===== src/rtl/hella_cache_arbiter_if.sv =====
// rtl/hella_cache_arbiter_if.sv - hella cache request/stage-1/stage-2/response port bundle
interface hella_cache_arbiter_if #(
    parameter int ADDR_BITS = 40,
    parameter int DATA_BITS = 64,
    parameter int TAG_BITS  = 7
);
    logic                   req_valid;
    logic                   req_ready;
    logic [ADDR_BITS-1:0]   req_addr;
    logic [TAG_BITS-1:0]    req_tag;
    logic [4:0]             req_cmd;
    logic [2:0]             req_typ;
    logic [DATA_BITS-1:0]   s1_data;
    logic [DATA_BITS/8-1:0] s1_data_mask;
    logic                   s1_kill;
    logic                   s2_nack;
    logic                   rsp_valid;
    logic [TAG_BITS-1:0]    rsp_tag;
    logic [2:0]             rsp_typ;
    logic [DATA_BITS-1:0]   rsp_data;

    modport master (
        output req_valid, req_addr, req_tag, req_cmd, req_typ,
        output s1_data, s1_data_mask, s1_kill,
        input  req_ready, s2_nack, rsp_valid, rsp_tag, rsp_typ, rsp_data
    );

    modport slave (
        input  req_valid, req_addr, req_tag, req_cmd, req_typ,
        input  s1_data, s1_data_mask, s1_kill,
        output req_ready, s2_nack, rsp_valid, rsp_tag, rsp_typ, rsp_data
    );
endinterface


===== src/rtl/hella_cache_arbiter.sv =====
// rtl/hella_cache_arbiter.sv - two-requester round-robin hella cache arbiter with outstanding limits
module hella_cache_arbiter #(
    parameter int NUM_ADDR_BITS   = 40,
    parameter int NUM_DATA_BITS   = 64,
    parameter int NUM_TAG_BITS    = 7,
    parameter int MAX_OUTSTANDING = 4
) (
    input  logic                   clock,
    input  logic                   reset,
    hella_cache_arbiter_if.slave   rq0,
    hella_cache_arbiter_if.slave   rq1,
    hella_cache_arbiter_if.master  mem
);
    localparam int CNT_W = $clog2(MAX_OUTSTANDING + 1);
    localparam logic [CNT_W-1:0] CNT_MAX = CNT_W'(MAX_OUTSTANDING);

    logic                       prio;
    logic                       s1_vld, s1_id;
    logic                       s2_vld, s2_id;
    logic [CNT_W-1:0]           cnt0, cnt1;

    logic                       elig0, elig1, win, fire;
    logic [NUM_ADDR_BITS-1:0]   win_addr;
    logic [NUM_TAG_BITS-2:0]    win_tag;
    logic [NUM_DATA_BITS-1:0]   s1_data;
    logic [NUM_DATA_BITS/8-1:0] s1_mask;
    logic                       kill0, kill1;

    assign elig0 = rq0.req_valid && (cnt0 < CNT_MAX);
    assign elig1 = rq1.req_valid && (cnt1 < CNT_MAX);

    // The pointed-to requester keeps priority only while it is eligible.
    assign win  = prio ? elig1 : ~elig0;
    assign fire = mem.req_valid & mem.req_ready;

    assign win_addr = win ? rq1.req_addr : rq0.req_addr;
    assign win_tag  = win ? rq1.req_tag  : rq0.req_tag;

    assign mem.req_valid = elig0 | elig1;
    assign mem.req_addr  = win_addr;
    assign mem.req_tag   = {win, win_tag};
    assign mem.req_cmd   = win ? rq1.req_cmd : rq0.req_cmd;
    assign mem.req_typ   = win ? rq1.req_typ : rq0.req_typ;

    assign rq0.req_ready = ~win & fire;
    assign rq1.req_ready =  win & fire;

    assign s1_data = s1_id ? rq1.s1_data      : rq0.s1_data;
    assign s1_mask = s1_id ? rq1.s1_data_mask : rq0.s1_data_mask;

    assign mem.s1_data      = s1_data;
    assign mem.s1_data_mask = s1_mask;
    assign mem.s1_kill      = s1_vld & (s1_id ? rq1.s1_kill : rq0.s1_kill);

    assign kill0 = mem.s1_kill & ~s1_id;
    assign kill1 = mem.s1_kill &  s1_id;

    assign rq0.s2_nack = mem.s2_nack & s2_vld & ~s2_id;
    assign rq1.s2_nack = mem.s2_nack & s2_vld &  s2_id;

    // Responses are steered by the id bit the arbiter prepended to the tag.
    assign rq0.rsp_valid = mem.rsp_valid & ~mem.rsp_tag[NUM_TAG_BITS-1];
    assign rq1.rsp_valid = mem.rsp_valid &  mem.rsp_tag[NUM_TAG_BITS-1];
    assign rq0.rsp_tag   = mem.rsp_tag[NUM_TAG_BITS-2:0];
    assign rq1.rsp_tag   = mem.rsp_tag[NUM_TAG_BITS-2:0];
    assign rq0.rsp_typ   = mem.rsp_typ;
    assign rq1.rsp_typ   = mem.rsp_typ;
    assign rq0.rsp_data  = mem.rsp_data;
    assign rq1.rsp_data  = mem.rsp_data;

    function automatic logic [CNT_W-1:0] next_cnt(
        input logic [CNT_W-1:0] c,
        input logic             inc,
        input logic             dec_kill,
        input logic             dec_nack,
        input logic             dec_rsp
    );
        logic [CNT_W+1:0] up;
        logic [CNT_W+1:0] down;
        up   = {2'b00, c} + (CNT_W+2)'(inc);
        down = (CNT_W+2)'(dec_kill) + (CNT_W+2)'(dec_nack) + (CNT_W+2)'(dec_rsp);
        if (up <= down)
            return '0;
        else if ((up - down) >= (CNT_W+2)'(MAX_OUTSTANDING))
            return CNT_MAX;
        else
            return CNT_W'(up - down);
    endfunction

    always_ff @(posedge clock or negedge reset) begin
        if (!reset) begin
            prio   <= 1'b0;
            s1_vld <= 1'b0;
            s1_id  <= 1'b0;
            s2_vld <= 1'b0;
            s2_id  <= 1'b0;
            cnt0   <= '0;
            cnt1   <= '0;
        end else begin
            if (fire)
                prio <= ~win;
            s1_vld <= fire;
            s1_id  <= win;
            s2_vld <= s1_vld & ~mem.s1_kill;
            s2_id  <= s1_id;
            cnt0   <= next_cnt(cnt0, fire & ~win, kill0, rq0.s2_nack, rq0.rsp_valid);
            cnt1   <= next_cnt(cnt1, fire &  win, kill1, rq1.s2_nack, rq1.rsp_valid);
        end
    end
endmodule


===== src/flat_wrapper.sv =====
// flat-port wrapper written by rule: the top's interface ports become plain ports
module hella_cache_arbiter_flat 
#(
    parameter int NUM_ADDR_BITS   = 40,
    parameter int NUM_DATA_BITS   = 64,
    parameter int NUM_TAG_BITS    = 7,
    parameter int MAX_OUTSTANDING = 4
)
  (clock, reset, rq0_req_valid, rq0_req_addr, rq0_req_tag, rq0_req_cmd, rq0_req_typ, rq0_s1_data, rq0_s1_data_mask, rq0_s1_kill, rq0_req_ready, rq0_s2_nack, rq0_rsp_valid, rq0_rsp_tag, rq0_rsp_typ, rq0_rsp_data, rq1_req_valid, rq1_req_addr, rq1_req_tag, rq1_req_cmd, rq1_req_typ, rq1_s1_data, rq1_s1_data_mask, rq1_s1_kill, rq1_req_ready, rq1_s2_nack, rq1_rsp_valid, rq1_rsp_tag, rq1_rsp_typ, rq1_rsp_data, mem_req_valid, mem_req_addr, mem_req_tag, mem_req_cmd, mem_req_typ, mem_s1_data, mem_s1_data_mask, mem_s1_kill, mem_req_ready, mem_s2_nack, mem_rsp_valid, mem_rsp_tag, mem_rsp_typ, mem_rsp_data);
  hella_cache_arbiter_if #(.ADDR_BITS(40), .DATA_BITS(64), .TAG_BITS(6)) rq0_i ();
  hella_cache_arbiter_if #(.ADDR_BITS(40), .DATA_BITS(64), .TAG_BITS(6)) rq1_i ();
  hella_cache_arbiter_if #(.ADDR_BITS(40), .DATA_BITS(64), .TAG_BITS(7)) mem_i ();
  input  logic clock;
  input  logic reset;
  input wire logic [$bits(rq0_i.req_valid)-1:0] rq0_req_valid;
  input wire logic [$bits(rq0_i.req_addr)-1:0] rq0_req_addr;
  input wire logic [$bits(rq0_i.req_tag)-1:0] rq0_req_tag;
  input wire logic [$bits(rq0_i.req_cmd)-1:0] rq0_req_cmd;
  input wire logic [$bits(rq0_i.req_typ)-1:0] rq0_req_typ;
  input wire logic [$bits(rq0_i.s1_data)-1:0] rq0_s1_data;
  input wire logic [$bits(rq0_i.s1_data_mask)-1:0] rq0_s1_data_mask;
  input wire logic [$bits(rq0_i.s1_kill)-1:0] rq0_s1_kill;
  output wire logic [$bits(rq0_i.req_ready)-1:0] rq0_req_ready;
  output wire logic [$bits(rq0_i.s2_nack)-1:0] rq0_s2_nack;
  output wire logic [$bits(rq0_i.rsp_valid)-1:0] rq0_rsp_valid;
  output wire logic [$bits(rq0_i.rsp_tag)-1:0] rq0_rsp_tag;
  output wire logic [$bits(rq0_i.rsp_typ)-1:0] rq0_rsp_typ;
  output wire logic [$bits(rq0_i.rsp_data)-1:0] rq0_rsp_data;
  input wire logic [$bits(rq1_i.req_valid)-1:0] rq1_req_valid;
  input wire logic [$bits(rq1_i.req_addr)-1:0] rq1_req_addr;
  input wire logic [$bits(rq1_i.req_tag)-1:0] rq1_req_tag;
  input wire logic [$bits(rq1_i.req_cmd)-1:0] rq1_req_cmd;
  input wire logic [$bits(rq1_i.req_typ)-1:0] rq1_req_typ;
  input wire logic [$bits(rq1_i.s1_data)-1:0] rq1_s1_data;
  input wire logic [$bits(rq1_i.s1_data_mask)-1:0] rq1_s1_data_mask;
  input wire logic [$bits(rq1_i.s1_kill)-1:0] rq1_s1_kill;
  output wire logic [$bits(rq1_i.req_ready)-1:0] rq1_req_ready;
  output wire logic [$bits(rq1_i.s2_nack)-1:0] rq1_s2_nack;
  output wire logic [$bits(rq1_i.rsp_valid)-1:0] rq1_rsp_valid;
  output wire logic [$bits(rq1_i.rsp_tag)-1:0] rq1_rsp_tag;
  output wire logic [$bits(rq1_i.rsp_typ)-1:0] rq1_rsp_typ;
  output wire logic [$bits(rq1_i.rsp_data)-1:0] rq1_rsp_data;
  output wire logic [$bits(mem_i.req_valid)-1:0] mem_req_valid;
  output wire logic [$bits(mem_i.req_addr)-1:0] mem_req_addr;
  output wire logic [$bits(mem_i.req_tag)-1:0] mem_req_tag;
  output wire logic [$bits(mem_i.req_cmd)-1:0] mem_req_cmd;
  output wire logic [$bits(mem_i.req_typ)-1:0] mem_req_typ;
  output wire logic [$bits(mem_i.s1_data)-1:0] mem_s1_data;
  output wire logic [$bits(mem_i.s1_data_mask)-1:0] mem_s1_data_mask;
  output wire logic [$bits(mem_i.s1_kill)-1:0] mem_s1_kill;
  input wire logic [$bits(mem_i.req_ready)-1:0] mem_req_ready;
  input wire logic [$bits(mem_i.s2_nack)-1:0] mem_s2_nack;
  input wire logic [$bits(mem_i.rsp_valid)-1:0] mem_rsp_valid;
  input wire logic [$bits(mem_i.rsp_tag)-1:0] mem_rsp_tag;
  input wire logic [$bits(mem_i.rsp_typ)-1:0] mem_rsp_typ;
  input wire logic [$bits(mem_i.rsp_data)-1:0] mem_rsp_data;
  assign rq0_i.req_valid = rq0_req_valid;
  assign rq0_i.req_addr = rq0_req_addr;
  assign rq0_i.req_tag = rq0_req_tag;
  assign rq0_i.req_cmd = rq0_req_cmd;
  assign rq0_i.req_typ = rq0_req_typ;
  assign rq0_i.s1_data = rq0_s1_data;
  assign rq0_i.s1_data_mask = rq0_s1_data_mask;
  assign rq0_i.s1_kill = rq0_s1_kill;
  assign rq0_req_ready = rq0_i.req_ready;
  assign rq0_s2_nack = rq0_i.s2_nack;
  assign rq0_rsp_valid = rq0_i.rsp_valid;
  assign rq0_rsp_tag = rq0_i.rsp_tag;
  assign rq0_rsp_typ = rq0_i.rsp_typ;
  assign rq0_rsp_data = rq0_i.rsp_data;
  assign rq1_i.req_valid = rq1_req_valid;
  assign rq1_i.req_addr = rq1_req_addr;
  assign rq1_i.req_tag = rq1_req_tag;
  assign rq1_i.req_cmd = rq1_req_cmd;
  assign rq1_i.req_typ = rq1_req_typ;
  assign rq1_i.s1_data = rq1_s1_data;
  assign rq1_i.s1_data_mask = rq1_s1_data_mask;
  assign rq1_i.s1_kill = rq1_s1_kill;
  assign rq1_req_ready = rq1_i.req_ready;
  assign rq1_s2_nack = rq1_i.s2_nack;
  assign rq1_rsp_valid = rq1_i.rsp_valid;
  assign rq1_rsp_tag = rq1_i.rsp_tag;
  assign rq1_rsp_typ = rq1_i.rsp_typ;
  assign rq1_rsp_data = rq1_i.rsp_data;
  assign mem_req_valid = mem_i.req_valid;
  assign mem_req_addr = mem_i.req_addr;
  assign mem_req_tag = mem_i.req_tag;
  assign mem_req_cmd = mem_i.req_cmd;
  assign mem_req_typ = mem_i.req_typ;
  assign mem_s1_data = mem_i.s1_data;
  assign mem_s1_data_mask = mem_i.s1_data_mask;
  assign mem_s1_kill = mem_i.s1_kill;
  assign mem_i.req_ready = mem_req_ready;
  assign mem_i.s2_nack = mem_s2_nack;
  assign mem_i.rsp_valid = mem_rsp_valid;
  assign mem_i.rsp_tag = mem_rsp_tag;
  assign mem_i.rsp_typ = mem_rsp_typ;
  assign mem_i.rsp_data = mem_rsp_data;
  hella_cache_arbiter #(.NUM_ADDR_BITS(NUM_ADDR_BITS), .NUM_DATA_BITS(NUM_DATA_BITS), .NUM_TAG_BITS(NUM_TAG_BITS), .MAX_OUTSTANDING(MAX_OUTSTANDING)) u_core (.clock(clock), .reset(reset), .rq0(rq0_i), .rq1(rq1_i), .mem(mem_i));
endmodule

===== config.mk =====
export PLATFORM = sky130hd
export DESIGN_NAME = hella_cache_arbiter_flat
export DESIGN_NICKNAME = d
export VERILOG_FILES = /design/src/rtl/hella_cache_arbiter_if.sv /design/src/rtl/hella_cache_arbiter.sv /design/src/flat_wrapper.sv
export SDC_FILE = /design/constraint.sdc
export NUM_CORES = 1
export LEC_CHECK = 0
export ABC_AREA = 1
export BUFFER_PORTS_ARGS = -buffer_cell sky130_fd_sc_hd__clkbuf_2
export CAP_MARGIN = 15
export CORE_AREA = 2 2 238 240
export CTS_CLUSTER_DIAMETER = 30
export DETAILED_ROUTE_END_ITERATION = 10
export DIE_AREA = 0 0 240 242
export PLACE_DENSITY_LB_ADDON = 0.12
export REMOVE_ABC_BUFFERS = 1
export SLEW_MARGIN = 20
export SYNTH_ARGS = -nofsm -noshare
export SYNTH_HDL_FRONTEND = slang
export SYNTH_SLANG_ARGS = --single-unit

===== constraint.sdc =====
create_clock -name clock -period 2.9 [get_ports clock]
set_input_delay 0.58 -clock clock [delete_from_list [all_inputs] [get_ports clock]]
set_output_delay 0.58 -clock clock [all_outputs]
set_load 0.1 [all_outputs]

# Yosys cells after proc, flatten, opt, wreduce, memory -nomap -nowiden
# Cells that the tools add are included.
# classes
reduce_logical,2
n_addsub,8
bitwise,19
order_cmp,6
muxes,12
# op_table
op,n
$mux 64,1
$mux 40,1
$mux 3,5
$and 1x1->1,12
$add 5x1->5,2
$ge 5x3->1 const B,2
$le 5x5->1,2
$sub 5x5->5,2
$add 3x1->4,2
$mux 8,1
$lt 3x3->1 const B,2
$mux 6,1
$not 1->1,6
$mux 5,1
$add 1x1->2,2
$logic_and 1x1->1,2
$mux 1,2
$or 1x1->1,1
# word_totals
elab_cells,54
input_bits,335
output_inout_bits,281
reg_bits,11

# Logic depth before layout (Yosys ltp)
# Gate-level depths: netlist of run 1.
# logic_depth
depth_word,11
depth_mapped,19

# Least setup slack after synthesis of run 1
# No wires, ideal clock.
# synth_path
path_kind,input-to-reg
startpoint,in rq0_req_valid
endpoint,reg u_core.cnt1[2]
t_required_ps,2787
t_arrival_ps,4457
stages,12
path_buffers,0
slack_ps,-1669
setup_ps,113
path_cell_list,nand2_2 nand2_1 nand2_1 nor2_1 ha_1 ha_1 fa_1 xor2_1 nor2_1 nand3_1 nand2_1 inv_1
# synth_between
elab_chain_len,9
elab_cells_between_ends,12
# synth_lines
element,line_no,rtl
"start, declared",flat_wrapper.sv:15,input wire logic [$bits(rq0_i.req_valid)-1:0] rq0_req_valid;
$logic_and 1x1->1 *,hella_cache_arbiter.sv:29,assign elig0 = rq0.req_valid && (cnt0 < CNT_MAX);
$or 1x1->1 *,hella_cache_arbiter.sv:39,assign mem.req_valid = elig0 | elig1;
named net mem_req_valid,flat_wrapper.sv:43,output wire logic [$bits(mem_i.req_valid)-1:0] mem_req_valid;
$and 1x1->1 *,hella_cache_arbiter.sv:34,assign fire = mem.req_valid & mem.req_ready;
$and 1x1->1 *,--,
named net rq1_req_ready,flat_wrapper.sv:37,output wire logic [$bits(rq1_i.req_ready)-1:0] rq1_req_ready;
$add 3x1->4 *,hella_cache_arbiter.sv:80,"up = {2'b00, c} + (CNT_W+2)'(inc);"
$sub 5x5->5,hella_cache_arbiter.sv:84,else if ((up - down) >= (CNT_W+2)'(MAX_OUTSTANDING))
$ge 5x3->1,hella_cache_arbiter.sv:84,
$mux 3,hella_cache_arbiter.sv:84,
$mux 3 *,hella_cache_arbiter.sv:82,if (up <= down)
"end signal, assigned",hella_cache_arbiter.sv:107,"cnt1 <= next_cnt(cnt1, fire & win, kill1, rq1.s2_nack, rq1.rsp_valid);"
"end, declared",hella_cache_arbiter.sv:20,"logic [CNT_W-1:0] cnt0, cnt1;"
# The timed path passes the listed nets; every way through them passes the cells marked *.
# A chain may end at the register's enable or synchronous reset.

# Final worst setup path of run 1
# layout_path
startpoint,reg u_core.cnt1[2]
endpoint,out mem_req_addr[1]
# layout_between
elab_chain_len,4
# layout_lines
element,line_no,rtl
$lt 3x3->1,hella_cache_arbiter.sv:30,assign elig1 = rq1.req_valid && (cnt1 < CNT_MAX);
$logic_and 1x1->1,hella_cache_arbiter.sv:30,
$mux 1,hella_cache_arbiter.sv:33,assign win = prio ? elig1 : ~elig0;
$mux 40,hella_cache_arbiter.sv:36,assign win_addr = win ? rq1.req_addr : rq0.req_addr;
"end, declared",flat_wrapper.sv:44,output wire logic [$bits(mem_i.req_addr)-1:0] mem_req_addr;
# No other way between the ends.

==> qor.json, run 1 <==
{
  "sta": {
    "maxClockFrequency_ghz": 0.388,
    "fin_skew_ns": 0.00667,
    "grt_setup_unrepaired": "no",
    "worst_slew_margin_relative_to_its_limit": 0.571,
    "timing.final.crit_period_ns": 2.58,
    "transition_time_at_the_pin_with_the_least_slew_margin_ns": 0.643,
    "post-route-period-util": 0.889,
    "setup_violations": 0,
    "report.final.slew_viol_count": 0,
    "hold_viol": 0
  },
  "power_and_ir_drop": {
    "power.density_cell_area_nw_per_um2": 1640,
    "irDropWorstVdd_mv": 0.769,
    "fin_total_pwr_uw": 12200,
    "cellLeakagePower_uw": 0.00410
  },
  "yosys": {
    "synth-edff-count": 0,
    "synth_mux_area_frac": 0,
    "synth_flop_cell": "sky130_fd_sc_hd__dfrtp_1",
    "ys_async_sr_fraction": 1.00,
    "synthesized_netlist_cell_count": 672,
    "synth.top_cell.area_share": 0.418,
    "simple_gate_share_of_the_synthesized_area": 0.460,
    "post_synthesis_sequential_area_ratio": 0.0759,
    "synth.ff_latch_count": 11,
    "synth_top_cells_by_count": "sky130_fd_sc_hd__nand2_1 (404), sky130_fd_sc_hd__buf_4 (147), sky130_fd_sc_hd__inv_1 (22), sky130_fd_sc_hd__ha_1 (16), sky130_fd_sc_hd__nor2_1 (16)",
    "synth.largest_area_cell": "sky130_fd_sc_hd__nand2_1",
    "synth_compound_area_frac": 0.00552,
    "avgSynthCellArea_sq_um": 5.39,
    "post_synth_instance_area_sq_um": 3620,
    "synthDistinctLibCells": 19,
    "yosys.area_share.xor_xnor": 0.00725,
    "most_frequent_cell_after_synthesis": "sky130_fd_sc_hd__nand2_1",
    "synth_fa_ha_area_frac": 0.0773,
    "synth.area.top_cells": "sky130_fd_sc_hd__nand2_1 (42%), sky130_fd_sc_hd__buf_4 (30%), sky130_fd_sc_hd__dfrtp_1 (7.6%), sky130_fd_sc_hd__ha_1 (5.5%), sky130_fd_sc_hd__inv_1 (2.3%)",
    "synth_top_family_by_area": "simple AND/OR/NAND/NOR gates",
    "yosysWarningCount": 0
  },
  "final_layout": {
    "layout.nets": 1262,
    "antenna_cells": 0,
    "drive_gt1_frac": 0.459,
    "area.growth.synth_to_final_pct": 105,
    "fin_util": 0.133
  },
  "drt": {
    "top_signal_layer_used": "met5",
    "routed_wl_um": 33400,
    "detailroute.via_count": 5067,
    "metal_1_wl_um": 12800,
    "detail_route.first_pass.iterations": 4,
    "route.detailed.vias_per_inst": 3.05,
    "dr_wl_met2_um": 12400,
    "drt-wirelength-per-cell_um": 20.1,
    "route.antenna.remaining_nets": 0,
    "first_iter_violations": 228,
    "route.met3.wl_um": 7440,
    "detail_route.drc_violations": 0
  },
  "cts": {
    "clock_tree.htree_level_count": 1,
    "path_clk_slew_ns": 0.05,
    "insertion_delay_ns": 0.24,
    "clockBufferDepth": 2,
    "clock_tree_from_tritoncts": "built",
    "tritoncts.num_buffers": 3,
    "clock_sink_count": 11,
    "clk_root_buffer_cell": "sky130_fd_sc_hd__clkbuf_16"
  },
  "global_routing": {
    "grt_use_total": 0.110,
    "grt_first_pass_wirelength_um": 44200,
    "grt_start_max_net_pins": 74,
    "globalRouteOverflowTotal": 0,
    "antenna_violations_before_repair": 2,
    "grt_pass1_vias": 5173
  },
  "critical_path": {
    "worst_setup_path_start_kind": "register",
    "timing.critical_path.fanout_max": 55,
    "critPathCaptureType": "primary output",
    "worst-endpoint-required_ns": 2.32,
    "timing_worst_setup_path_type": "reg -> out",
    "timing.critical_path.arrival_ns": 2.00
  },
  "floorplan": {
    "die_y_um": 242,
    "floorplan.core_area_sq_um": 55700,
    "boundaryPins": 616,
    "fp.dieW_um": 240,
    "die_area_sq_um": 58100,
    "initial_core_util": 0.0650,
    "placementRows": 87
  },
  "place": {
    "dp_hpwl_um": 28300,
    "portBuffers": 396,
    "gp_congestion": 0.701
  },
  "flow_run": {
    "number_of_maximum_capacitance_constraint_violations": 0
  },
  "outcome": {
    "status": "finished, final reports clean"
  },
  "worst_hold_path": {
    "worstHoldPathType": "in -> async"
  }
}
path summary, 6_finish.rpt:
path / endpoint / slack (ns) / from / cells after the start
worst max-delay path: mem_req_addr[1] / 0.32 / u_core.cnt1[2] / 7
worst min register to register: u_core.prio / 0.57 / u_core.prio / 2
worst max register to register: u_core.cnt1[2] / 0.38 / u_core.cnt1[2] / 13
worst min-delay path: u_core.cnt1[0] / 0.24 / reset / 1
min in group clock: u_core.prio / 0.57 / u_core.prio / 2
max in group asynchronous: u_core.s1_id / 2.37 / reset / 1
stage by stage:
step                      cell area [sq um]  worst slack (ns)  cells  TNS [ns]  hold slack [ns]
after floorplan                        2370             -1.69    499    -50.04            0.284
after global placement                 7340             0.206   1658         0            0.507
after detailed placement               7340             0.168   1658         0            0.520
after CTS                              7420             0.274   1662         0            0.257
after global routing                   7420            0.0367   1662         0            0.263
final                                  7420             0.322   1662         0            0.242
timing repair:
action / CTS / global route
hold buffers: 0 / 0
setup endpoints to repair: 0 / 1
resized for setup: 0 / 1
buffers inserted: 0 / 0
cell families (layout without fill, tap and decap cells):
group	Yosys count	after routing
fa+ha+maj	20	20
buf+inv	199	433
compound gates	4	4
simple gates	435	435
flops	11	11
xor+xnor	3	3
worst max-delay path, stage by stage, from the launching register on:
cell	delay, ns
sky130_fd_sc_hd__dfrtp_1	0.42
sky130_fd_sc_hd__inv_2	0.11
sky130_fd_sc_hd__nand3_2	0.09
sky130_fd_sc_hd__nand2_4	0.10
sky130_fd_sc_hd__buf_4	0.50
sky130_fd_sc_hd__nand2_1	0.10
sky130_fd_sc_hd__nand2_1	0.19
sky130_fd_sc_hd__buf_12	0.20
layer usage:
metal  global-route usage  vias to the layer above
li1                     -                     2317
met1                0.117                     2138
met2                0.149                      569
met3                0.111                       25
met4              0.00986                       18
met5               0.0901                        -
registers in the layout, indices dropped and copies added (netlist names):
signal / count
u_core.s2_id: 1
u_core.cnt0: 3
u_core.cnt1: 3
u_core.s1_id: 1
u_core.s2_vld: 1
u_core.s1_vld: 1
u_core.prio: 1
power by group:
part / switching, uW / total (uW) / internal (uW) / leakage, uW
combinational: 8050 / 11700 / 3630 / 0.00392
clock: 75.4 / 261 / 185 / 0.0000382
sequential: 52.6 / 263 / 210 / 0.000140
layout make-up:
type / instances / area (sq um)
Fill cell: 6541 / 48300
Multi-Input combinational cell: 462 / 2000
Tap cell: 756 / 946
Timing Repair Buffer: 403 / 4020
Sequential cell: 11 / 277
Inverter: 26 / 100
Clock buffer: 4 / 78.8
layout by cell type, fill, tap and decap left out, types with 3 or more instances in the layout:
master,instances
sky130_fd_sc_hd__nand2_1,404
sky130_fd_sc_hd__clkbuf_2,266
sky130_fd_sc_hd__buf_12,133
sky130_fd_sc_hd__inv_1,22
sky130_fd_sc_hd__nor2_1,16
sky130_fd_sc_hd__ha_1,16
sky130_fd_sc_hd__nand3_1,10
sky130_fd_sc_hd__dfrtp_1,10
sky130_fd_sc_hd__fa_1,4
sky130_fd_sc_hd__buf_4,4
sky130_fd_sc_hd__inv_2,3
sky130_fd_sc_hd__xor2_1,3
sky130_fd_sc_hd__a21oi_1,3
sky130_fd_sc_hd__clkbuf_16,3
Power figures use the tool's default switching activity.
==> run 2: changes to the inputs <==
Settings changed: ABC_AREA 1 to unset, CORE_AREA 2 2 238 240 to 2 2 240 242, DIE_AREA 0 0 240 242 to 0 0 242 244, PLACE_DENSITY set to 0.3, PLACE_DENSITY_LB_ADDON 0.12 to unset.
==> qor.json, run 2 <==
{
  "cts": {
    "path_clk_slew_ns": 0.05,
    "clockBufferDepth": 2,
    "insertion_delay_ns": 0.24,
    "hold_buffers": 0,
    "post_cts_buffers": 0,
    "clock_tree.htree_level_count": 1,
    "clock_sink_count": 11,
    "tritoncts.num_buffers": 3,
    "clk_root_buffer_cell": "sky130_fd_sc_hd__clkbuf_16",
    "clock_tree_from_tritoncts": "built"
  },
  "floorplan": {
    "floorplan.core_area_sq_um": 56200,
    "fp.dieW_um": 242,
    "boundaryPins": 616,
    "initial_core_util": 0.0660,
    "die_y_um": 244,
    "die_area_sq_um": 59000,
    "placementRows": 87
  },
  "sta": {
    "timing.final.crit_period_ns": 2.76,
    "finalHoldWorstSlack_ns": 0.240,
    "grt_setup_unrepaired": "no",
    "setup-tns-final_ns": 0,
    "worst_slew_margin_relative_to_its_limit": 0.586,
    "fin_skew_ns": 0.00637,
    "setup_violations": 0,
    "maxClockFrequency_ghz": 0.363,
    "transition_time_at_the_pin_with_the_least_slew_margin_ns": 0.623,
    "hold_viol": 0,
    "post-route-period-util": 0.951,
    "report.final.slew_viol_count": 0
  },
  "final_layout": {
    "largest_registers": "u_core.cnt0 (3), u_core.cnt1 (3)",
    "fill_cells": 6527,
    "drive_gt1_frac": 0.852,
    "layout_common_cells": "sky130_fd_sc_hd__clkbuf_2 (349), sky130_fd_sc_hd__mux2_2 (101), sky130_fd_sc_hd__buf_12 (47), sky130_fd_sc_hd__mux2_4 (27), sky130_fd_sc_hd__ha_1 (16)",
    "layout.nets": 991,
    "design_area_sq_um": 6280,
    "area.growth.synth_to_final_pct": 69.4,
    "fin_util": 0.112,
    "commonest_non_fill_non_tap_cell_in_the_layout": "sky130_fd_sc_hd__clkbuf_2"
  },
  "power_and_ir_drop": {
    "cellLeakagePower_uw": 0.00313,
    "power.density_cell_area_nw_per_um2": 1260,
    "irDropWorstVdd_mv": 0.680
  },
  "global_routing": {
    "gr-usage-met1": 0.0891,
    "antenna_violations_before_repair": 2,
    "globalRouteOverflowTotal": 0,
    "grt_start_max_net_pins": 73,
    "grt.busiest_layer": "met2",
    "grt_pass1_vias": 4118,
    "grtUsageMet3": 0.0982,
    "grt_use_total": 0.0899,
    "grt_first_pass_wirelength_um": 36300,
    "groute.layer.met2.usage": 0.124
  },
  "critical_path": {
    "cp.buffers_inverters": 2,
    "critPathLaunch": "u_core.cnt0[2]",
    "critical_path.reg2reg.startpoint": "u_core.cnt0[2]",
    "timing.critical_path.fanout_max": 32,
    "worst-r2r-setup-slack_ns": 0.18,
    "timing_worst_setup_path_type": "reg -> out",
    "slowest_delay_ns": 0.50,
    "slowest_stage": "sky130_fd_sc_hd__buf_4",
    "critPathCaptureType": "primary output",
    "timing.critical_path.arrival_ns": 2.18,
    "worst_setup_path_start_kind": "register",
    "worst-endpoint-required_ns": 2.32,
    "r2r_end": "u_core.cnt0[1]",
    "crit_chain": "nand2b_1 -> o21ai_4 -> buf_4 -> mux2_2 -> buf_12",
    "crit_path_leading_delay_family": "buffers and inverters",
    "timing.reg2reg.worst_path_depth": 12
  },
  "drt": {
    "first_iter_violations": 169,
    "detail_route.first_pass.iterations": 4,
    "routed_wl_um": 28300,
    "detail_route.drc_violations": 0,
    "route.antenna.remaining_nets": 0,
    "detailroute.via_count": 4016,
    "route.detailed.vias_per_inst": 2.89,
    "drt-wirelength-per-cell_um": 20.3
  },
  "outcome": {
    "status": "finished, final reports clean"
  },
  "yosys": {
    "post_synthesis_sequential_area_ratio": 0.0743,
    "synth-edff-count": 0,
    "post_synth_instance_area_sq_um": 3700,
    "synth.top_cell.area_share": 0.307,
    "synth.largest_area_cell": "sky130_fd_sc_hd__mux2_2",
    "synthDistinctLibCells": 33,
    "yosysWarningCount": 0,
    "most_frequent_cell_after_synthesis": "sky130_fd_sc_hd__buf_4",
    "synth_top_cells_by_count": "sky130_fd_sc_hd__buf_4 (149), sky130_fd_sc_hd__mux2_2 (101), sky130_fd_sc_hd__mux2_4 (27), sky130_fd_sc_hd__ha_1 (16), sky130_fd_sc_hd__dfrtp_1 (11)",
    "synth_flop_cell": "sky130_fd_sc_hd__dfrtp_1",
    "synth.area.top_cells": "sky130_fd_sc_hd__mux2_2 (31%), sky130_fd_sc_hd__buf_4 (30%), sky130_fd_sc_hd__mux2_4 (11%), sky130_fd_sc_hd__dfrtp_1 (7.4%), sky130_fd_sc_hd__ha_1 (5.4%)",
    "avgSynthCellArea_sq_um": 9.57,
    "synth.ff_latch_count": 11,
    "synthesized_netlist_cell_count": 387,
    "ys_async_sr_fraction": 1.00
  },
  "place": {
    "dp_hpwl_um": 24100,
    "placedInstanceArea_sq_um": 6190,
    "portBuffers": 396,
    "gp_congestion": 0.797
  },
  "worst_hold_path": {
    "worstHoldPathType": "in -> async"
  },
  "flow_run": {
    "number_of_maximum_capacitance_constraint_violations": 0
  }
}
## run 2: cell count changes in the layout (fill, tap and decap cells not counted), sizes merged, moves of 3 or more
cell,previous run,this run
inv,26,10
and3,0,6
o21ai,0,3
nor2b,0,3
nor2,16,5
nand3,11,3
buf,137,57
mux2,0,128
clkbuf,270,353
nand2,407,10
## run 2: cells by family after synthesis
logic type,synth area share
AOI/OAI and AO/OA,0.0240
muxes,0.422
buffers and inverters,0.342
DFF,0.0743
xor gates and xnor gates,0.00946
and+or+nand+nor,0.0527
adders and majority gates,0.0757
## run 2: where the power goes
part	switching (uW)	internal (uW)
logic	5310	2060
clock network	69.4	185
registers	48.9	207
total	5430	2450
## run 2: per-layer routing
metal / up-vias / part of all wire
met1: 1756 / 0.35
met5: - / 0.013
li1: 1669 / -
met3: 25 / 0.23
met4: 12 / 0.010
met2: 554 / 0.39
## run 2: worst max path at each step
stage	to	slack, ns	cells after the start
after global placement	u_core.cnt0[1]	-0.02	13
after global routing	mem_req_addr[39]	0.008	6
after CTS	mem_req_addr[39]	0.09	5
after floorplan	u_core.cnt0[1]	-4.17	10
after detailed placement	u_core.cnt0[1]	0.006	11
final	mem_req_addr[6]	0.14	5
## run 2: layout make-up
class | count | area [sq um] | area share
inverter | 10 | 37.5 | 0.00598
sequential | 11 | 279 | 0.0445
multi-input combinational | 204 | 2170 | 0.346
timing repair buffer | 406 | 2760 | 0.440
antenna | 1 | 2.50 | 0.000399
tap | 756 | 946 | 0.151
clock buffer | 4 | 78.8 | 0.0126
## run 2: what timing repair did
item                                   CTS  global route
setup endpoints to repair                0             2
gates resized for setup                  0             1
endpoints found under the hold margin    0             0
## run 2: metrics by stage
step / power, uW / cells / setup WS [ns]
5_1_grt: 8140 / 1391 / 0.00764
3_3_place_gp: 7710 / 1387 / -0.0208
3_5_place_dp: 7690 / 1387 / 0.00599
4_1_cts: 7970 / 1391 / 0.0865
2_1_floorplan: 5900 / 225 / -4.17
6_report: 7880 / 1392 / 0.142
